<file path="src/rtl/rom_ctrl_pkg.sv">
// Shared definitions for the ROM read controllers: FSM encoding, requester
// indices and the address-width helper.
package rom_ctrl_pkg;

    localparam logic [1:0] ST_IDLE  = 2'd0;
    localparam logic [1:0] ST_ISSUE = 2'd1;
    localparam logic [1:0] ST_RESP  = 2'd2;

    localparam logic REQ0 = 1'b0;
    localparam logic REQ1 = 1'b1;

    typedef enum logic [1:0] {
        IDLE  = ST_IDLE,
        ISSUE = ST_ISSUE,
        RESP  = ST_RESP
    } state_t;

    function automatic int addr_w(input int n);
        return 2 * n;
    endfunction

endpackage

</file>
<file path="src/rtl/rr_arb2.sv">
// Combinational two-way round-robin grant; prio names the requester that
// wins when both are valid.
module rr_arb2
    import rom_ctrl_pkg::*;
(
    input  logic valid0,
    input  logic valid1,
    input  logic prio,
    output logic gnt0,
    output logic gnt1
);

    assign gnt0 = valid0 && (!valid1 || prio == REQ0);
    assign gnt1 = valid1 && (!valid0 || prio == REQ1);

endmodule

</file>
<file path="src/rtl/rom_read_arbiter.sv">
// Shares one combinational-read ROM between two requesters, one read in
// flight at a time, with registered read data and round-robin fairness.
module rom_read_arbiter
    import rom_ctrl_pkg::*;
#(
    parameter int N       = 2,
    parameter bit RR_INIT = 1'b0
) (
    input  logic           clk,
    input  logic           rst,
    input  logic           req_valid0,
    input  logic [2*N-1:0] req_addr0,
    output logic           req_ready0,
    output logic           resp_valid0,
    input  logic           resp_ready0,
    output logic [2*N-1:0] resp_data0,
    input  logic           req_valid1,
    input  logic [2*N-1:0] req_addr1,
    output logic           req_ready1,
    output logic           resp_valid1,
    input  logic           resp_ready1,
    output logic [2*N-1:0] resp_data1,
    output logic [2*N-1:0] rom_address,
    output logic           rom_en,
    output logic           rom_read_en,
    input  logic [2*N-1:0] rom_data
);

    localparam int AW = addr_w(N);

    state_t          state_q, state_d;
    logic            prio_q;
    logic            win_q;
    logic [AW-1:0]   addr_q;
    logic [AW-1:0]   resp_q;
    logic            gnt0, gnt1;
    logic            accept;
    logic            resp_done;

    rr_arb2 u_arb (
        .valid0 (req_valid0),
        .valid1 (req_valid1),
        .prio   (prio_q),
        .gnt0   (gnt0),
        .gnt1   (gnt1)
    );

    // Grants only count in IDLE; a held response therefore blocks new requests.
    assign req_ready0 = (state_q == IDLE) && gnt0;
    assign req_ready1 = (state_q == IDLE) && gnt1;
    assign accept     = req_ready0 || req_ready1;

    assign resp_valid0 = (state_q == RESP) && (win_q == REQ0);
    assign resp_valid1 = (state_q == RESP) && (win_q == REQ1);
    assign resp_data0  = resp_q;
    assign resp_data1  = resp_q;
    assign resp_done   = (resp_valid0 && resp_ready0) || (resp_valid1 && resp_ready1);

    assign rom_en      = (state_q == ISSUE);
    assign rom_read_en = (state_q == ISSUE);
    assign rom_address = (state_q == ISSUE) ? addr_q : '0;

    // NOTE: every variable assigned in always_comb gets a default first, so no latch is inferred.
    always_comb begin
        state_d = state_q;
        case (state_q)
            IDLE:    if (accept) state_d = ISSUE;
            ISSUE:   state_d = RESP;
            RESP:    if (resp_done) state_d = IDLE;
            default: state_d = IDLE;
        endcase
    end

    // NOTE: sequential state uses non-blocking assignments so all registers update from pre-edge values.
    always_ff @(posedge clk) begin
        if (rst) begin
            state_q <= IDLE;
            prio_q  <= RR_INIT;
            win_q   <= REQ0;
            addr_q  <= '0;
            resp_q  <= '0;
        end else begin
            state_q <= state_d;
            if (accept) begin
                win_q  <= gnt1;
                addr_q <= gnt1 ? req_addr1 : req_addr0;
            end
            if (state_q == ISSUE) resp_q <= rom_data;
            if (resp_done) prio_q <= ~win_q;
        end
    end

endmodule

</file>
<file path="config.mk">
export PLATFORM = sky130hd
export DESIGN_NAME = rom_read_arbiter
export DESIGN_NICKNAME = d
export VERILOG_FILES = /design/src/rtl/rom_ctrl_pkg.sv /design/src/rtl/rr_arb2.sv /design/src/rtl/rom_read_arbiter.sv
export SDC_FILE = /design/constraint.sdc
export NUM_CORES = 1
export LEC_CHECK = 0
export CAP_MARGIN = 20
export CORE_UTILIZATION = 40
export CTS_CLUSTER_DIAMETER = 80
export DETAILED_ROUTE_END_ITERATION = 12
export HOLD_SLACK_MARGIN = 0.03
export PLACE_DENSITY_LB_ADDON = 0.08
export SLEW_MARGIN = 25
export SYNTH_ARGS = -nofsm -noshare
export SYNTH_HDL_FRONTEND = slang
export SYNTH_SLANG_ARGS = --single-unit
</file>
<file path="constraint.sdc">
create_clock -name clk -period 2.7 [get_ports clk]
set_input_delay 0.54 -clock clk [delete_from_list [all_inputs] [get_ports clk]]
set_output_delay 0.54 -clock clk [all_outputs]
set_load 0.005 [all_outputs]
</file>
==> impl_metrics.env, run 1 <==
export IMPL_outcome="finished clean"
export IMPL_ir_drop_uv=310.3
export IMPL_r2r_start="state_q[0]$_SDFFE_PP0P_"
export IMPL_use_met2_pct=24.31
export IMPL_start_util_pct=43.27
export IMPL_synth_edff_count=0
export IMPL_synth_area_per_cell_um2=9.181
export IMPL_cts_buffer_depth=2
export IMPL_crit_path_start_kind="input port"
export IMPL_crit_chain="clkdlybuf4s50_1 -> buf_4 -> nand2b_1 -> and3_1 -> clkdlybuf4s50_1"
export IMPL_hpwl_um=1040
export IMPL_crit_buf_inv=3
export IMPL_synth_fp_nets=89
export IMPL_hp_class="flip-flop to flip-flop"
export IMPL_rsz0062_at_grt="false"
export IMPL_setup_slack_ps=220.7
export IMPL_clkSlewWorstSetupHoldPaths_ps=80
export IMPL_regArea_um2=240.2
export IMPL_syn_to_final_growth_pct=57.01
export IMPL_clk_latency_ps=280
export IMPL_grt_busiest_layer="met2"
export IMPL_cellPowerDensity_nw_per_um2=477.4
export IMPL_insertedDiodeCount=0
export IMPL_wire_per_inst_um=10.98
export IMPL_startpoint="req_valid0"
export IMPL_synth_top_area_cell="dfxtp_1"
export IMPL_sequentialPowerShare_pct=41.8
export IMPL_numCtsBuffers=3
export IMPL_finalHoldViolations=0
export IMPL_hold_path_depth=2
export IMPL_grt_max_degree=13
export IMPL_endpoint_kind="output pin"
export IMPL_swShare_pct=25.85
export IMPL_port_buffers=35
export IMPL_chipWidth_um=42.37
export IMPL_core_area_um2=1506
export IMPL_cp_num_cells=5
export IMPL_synth_most_common_cell="dfxtp_1"
export IMPL_worstPathRequired_ps=2160
export IMPL_power_clock_fraction_pct=29.9
export IMPL_finalCritPeriodShare_pct=91.83
export IMPL_cts_resized=0
export IMPL_grt_total_usage_pct=16.70
export IMPL_hold_start="prio_q$_SDFFE_PP0P_"
export IMPL_syn_area_um2=651.9
export IMPL_root_buffer="clkbuf_4"
export IMPL_synth_top_area_share_pct=36.85
export IMPL_placed_area_um2=984.7
export IMPL_drc=0
export IMPL_grtUsageMet1_pct=21.18
export IMPL_skew_ps=4.443
export IMPL_min_to="prio_q$_SDFFE_PP0P_"
export IMPL_cap_violations=0
export IMPL_path_max_fanout=6
export IMPL_syn_inst=71
export IMPL_path_common_cell="clkdlybuf4s50_1"
export IMPL_synth_cell_types=21
export IMPL_synth_seq_area_share_pct=36.85
export IMPL_ys_ff_latch=12
export IMPL_synth_area_top_cells="dfxtp_1 (37%), a311oi_2 (9.2%), mux2i_1 (7.7%)"
export IMPL_vias=605
export IMPL_tightest_slew_ps=518.3
export IMPL_postCtsHoldBufs=0
export IMPL_gr_total_overflow=0
export IMPL_die_area_um2=1795
export IMPL_fill_cells=136
export IMPL_firstDrtPassIters=2
export IMPL_final_nets=124
export IMPL_timing_fmax_mhz=403.3
export IMPL_antenna_left=0
export IMPL_synth_main_ff_cell="dfxtp_1"
export IMPL_drv_slew=0
export IMPL_arrival_ps=1940
export IMPL_grt_antenna_before_repair=0
export IMPL_ff2ff_path_depth=4
export IMPL_io_pins=36
export IMPL_synth_common_cells="dfxtp_1 (12), a21oi_1 (7), nor2_1 (7)"
export IMPL_place_gp_congestion=0.7538
export IMPL_grt_pass1_vias=514
export IMPL_drtIter0Drc=2
export IMPL_path_delay_family="buffers and inverters"
export IMPL_ctsHtreeMaxLevel=1
export IMPL_met3_usage_pct=4.741
export IMPL_max_slew_margin_rel_pct=65.34
export IMPL_async_flop_share_pct=0
export IMPL_clock_sinks=12
export IMPL_die_h_um=42.37
export IMPL_drive_gt1_share_pct=14.29
export IMPL_post_cts_setup_buffers=0
export IMPL_max_stage_delay_ps=490
export IMPL_p_sw_uw=126.3
export IMPL_dp_slack_ps=37.49
export IMPL_synth_warnings=0
export IMPL_routed_wl_um=1328
export IMPL_multiInputGateArea_um2=344.1
export IMPL_period_minus_slack_ps=2479
export IMPL_fin_area_um2=1023
export IMPL_intPower_uw=362.3
export IMPL_rows=14
export IMPL_p_comb_share_pct=28.3
export IMPL_r2r_setup_slack_ps=1490
export IMPL_cts_tree="yes"
export IMPL_r2r_end="resp_data0[2]$_SDFFE_PP0N_"
export IMPL_setup_viol=0
export IMPL_path_class="input port to output pin"
export IMPL_fin_setup_tns_ps=0
export IMPL_grt_pass1_wl_um=2242
export IMPL_slowest_stage="clkdlybuf4s50_1"
export IMPL_via_per_inst=5.000
export IMPL_p_leak_nw=0.3955
==> power by group through the flow <==
stage                     clock network [mW]  logic, mW  registers (mW)
after floorplan                            0     0.0756           0.207
after global placement                     0      0.139           0.208
after detailed placement                   0      0.140           0.208
after CTS                              0.149      0.140           0.204
after global routing                   0.158      0.151           0.207
final                                  0.146      0.138           0.204
==> layer usage <==
metal | wire length, um | vias up
met5 | 0 | -
li1 | - | 312
met4 | 29 | 0
met1 | 648 | 264
met3 | 86 | 4
met2 | 563 | 25
==> how the worst max path moves through the flow <==
stage,end
2_1_floorplan,req_ready0
3_3_place_gp,req_ready0
3_5_place_dp,req_ready0
4_1_cts,req_ready0
5_1_grt,req_ready1
6_report,req_ready1
==> worst reg2reg max path, cell delays in order, from the launching register on <==
cell and delay (ps):
dfxtp_1 420, nor2b_1 200, buf_4 200, mux2i_1 220
nor2_1 50
==> kinds of logic after synthesis <==
family	share of synthesized area, %
buffers and inverters	10.36
AND/OR/NAND/NOR	24.76
multiplexers	7.678
AO/OA/AOI/OAI	20.35
flip-flops	36.85
==> final cells by class <==
cell class,instances,share of cell area (%)
well taps,16,1.956
repair buffers,38,36.67
multi-input cells,49,33.62
clock buffers,4,3.545
flip-flops and latches,12,23.47
inverters,2,0.7335
==> per-stage QoR <==
step | hold WS (ps) | util (%) | total power [mW] | instances
6_report | 518.2 | 67.94 | 0.4886 | 121
5_1_grt | 561.5 | 67.94 | 0.5158 | 121
4_1_cts | 521.0 | 67.77 | 0.4934 | 121
3_5_place_dp | 507.3 | 65.37 | 0.3482 | 117
3_3_place_gp | 494.5 | 65.37 | 0.3469 | 117
2_1_floorplan | 478.2 | - | 0.2822 | 71
==> registers in the layout, indices dropped and copies added (netlist names) <==
signal,cells
addr_q,4
prio_q,1
resp_data0,4
state_q,2
win_q,1
==> cells in the final DEF (no fill, tap or decap), drive strengths merged, types with 2 or more instances in the layout <==
cell	synthesis	routed
clkbuf	1	4
and3	2	2
clkdlybuf4s50	0	34
o21ai	4	4
buf	7	3
nor2	7	7
a311oi	4	4
and2	6	6
a21oi	7	7
nand3	4	4
mux2i	5	5
inv	2	2
nor2b	5	5
dfxtp	12	12
Note: power is estimated with default switching activity, not from simulation.
==> inputs of run 2 (changes only) <==
--- a/config.mk
+++ b/config.mk
@@ -6,6 +6,7 @@
 export NUM_CORES = 1
 export LEC_CHECK = 0
 export CAP_MARGIN = 20
+export CORE_MARGIN = 2
 export CORE_UTILIZATION = 40
 export CTS_CLUSTER_DIAMETER = 80
 export DETAILED_ROUTE_END_ITERATION = 12
==> run 2 against run 1 <==
Total power grew 0.25%. First-iteration DRC count grew to 2.5 times the previous value. Clock skew decreased by 3.7 ps. Combinational power about the same. Utilization shrank 0.53 points. Critical path depth did not move. Clock power is essentially flat. Design area rose by 0.37%. Global-route usage rose by 0.49 points. Clock-buffer cell count unchanged. Non-clock buffer count is the same. Maximum frequency decreased by 1.0%. Largest cell class unchanged.
==> impl_metrics.env, run 2 (same netlist as run 1, synthesis figures left out) <==
export IMPL_outcome="finished clean"
export IMPL_skew_ps=0.7650
export IMPL_setup_viol=0
export IMPL_final_common_cell="clkdlybuf4s50_1"
export IMPL_timing_fmax_mhz=399.2
export IMPL_port_buffers=35
export IMPL_rsz0062_at_grt="false"
export IMPL_clock_sinks=12
export IMPL_die_area_um2=1969
export IMPL_final_nets=124
export IMPL_grt_total_usage_pct=17.19
export IMPL_hold_start="resp_data0[0]$_SDFFE_PP0N_"
export IMPL_r2r_setup_slack_ps=1520
export IMPL_ctsHtreeMaxLevel=1
export IMPL_via_per_inst=4.959
export IMPL_vias=600
export IMPL_r2r_end="resp_data0[2]$_SDFFE_PP0N_"
export IMPL_start_util_pct=42.78
export IMPL_postCtsHoldBufs=0
export IMPL_gr_total_overflow=0
export IMPL_min_to="resp_data0[0]$_SDFFE_PP0N_"
export IMPL_root_buffer="clkbuf_4"
export IMPL_tightest_slew_ps=486.8
export IMPL_clk_latency_ps=270
export IMPL_cap_violations=0
export IMPL_period_minus_slack_ps=2505
export IMPL_ff2ff_path_depth=4
export IMPL_chipWidth_um=44.37
export IMPL_path_max_fanout=6
export IMPL_io_pins=36
export IMPL_drtIter0Drc=5
export IMPL_grt_antenna_before_repair=0
export IMPL_hp_class="flip-flop to flip-flop"
export IMPL_finalHoldViolations=0
export IMPL_grt_pass1_vias=544
export IMPL_drc=0
export IMPL_place_gp_congestion=0.7494
export IMPL_total_power_uw=489.8
export IMPL_antenna_left=0
export IMPL_cts_buffer_depth=2
export IMPL_cts_resized=0
export IMPL_syn_to_final_growth_pct=57.58
export IMPL_drive_gt1_share_pct=15.24
export IMPL_rows=14
export IMPL_max_slew_margin_rel_pct=67.45
export IMPL_arrival_ps=1970
export IMPL_firstDrtPassIters=4
export IMPL_hold_path_depth=2
export IMPL_drv_slew=0
export IMPL_clkSlewWorstSetupHoldPaths_ps=80
export IMPL_ir_drop_uv=262.6
export IMPL_worstPathRequired_ps=2160
export IMPL_holdWs_ps=519.8
export IMPL_cts_tree="yes"
export IMPL_endpoint_kind="output pin"
export IMPL_hpwl_um=1133
export IMPL_wire_per_inst_um=11.94
export IMPL_die_h_um=44.37
export IMPL_insertedDiodeCount=0
export IMPL_post_cts_setup_buffers=0
export IMPL_core_area_um2=1524
export IMPL_finalCritPeriodShare_pct=92.78
export IMPL_grt_pass1_wl_um=2456
export IMPL_crit_path_start_kind="input port"
export IMPL_cellPowerDensity_nw_per_um2=476.8
export IMPL_routed_wl_um=1445
export IMPL_fin_setup_tns_ps=0
export IMPL_path_class="input port to output pin"
export IMPL_final_cell_mix="clkdlybuf4s50_1 (34), dfxtp_1 (12), nor2_1 (7)"
export IMPL_r2r_start="state_q[0]$_SDFFE_PP0P_"
export IMPL_p_leak_nw=0.3954
export IMPL_grt_max_degree=13
export IMPL_numCtsBuffers=3
[run 2: changes by cell type in the layout (fill, tap and decap cells not counted)]
cell     delta
a21oi_1     -1
a21oi_2     +1
[run 2: layer usage]
layer  wire [um]  vias to the layer above  global-route usage (%)  share of wire, %
li1            -                      313                       -                 -
met1         696                      256                   22.47                48
met2         640                       27                   27.35                44
met3          82                        4                   3.673               5.7
met4          25                        0                   7.273               1.7
met5           0                        -                       0                 0
[run 2: area by class of cell]
cell class | count | area, um^2
fillers | 137 | 496.7
clock buffers | 4 | 36.28
multi-input cells | 49 | 347.8
inverters | 2 | 7.507
flip-flops and latches | 12 | 240.2
repair buffers | 38 | 375.4
well taps | 16 | 20.02
[run 2: stage by stage]
step	instances	setup WS (ps)	utilization, %	area [um^2]
after floorplan	71	1035	-	651.9
after global placement	117	67.53	64.61	984.7
after detailed placement	117	49.54	64.61	984.7
after CTS	121	36.14	67.00	1021
after global routing	121	96.97	67.41	1027
final	121	195.0	67.41	1027
[run 2: worst max path at each step]
stage | startpoint | endpoint | slack [ps] | cells after the start
2_1_floorplan | req_valid0 | req_ready0 | 1030 | 2
3_3_place_gp | req_valid0 | req_ready0 | 70 | 4
3_5_place_dp | req_valid0 | req_ready0 | 50 | 4
5_1_grt | req_valid0 | req_ready1 | 100 | 5
4_1_cts | req_valid0 | req_ready0 | 40 | 4
6_report | req_valid0 | req_ready1 | 190 | 5
[run 2: critical path, stage by stage]
cell	delay (ps)
clkdlybuf4s50_1	420
buf_4	150
nand2b_1	170
and3_1	190
clkdlybuf4s50_1	500
[run 2: where the power goes]
part / internal [mW] / switching [mW]
logic: 0.0876 / 0.0528
registers: 0.193 / 0.0115
clock network: 0.0819 / 0.0630
total: 0.363 / 0.127
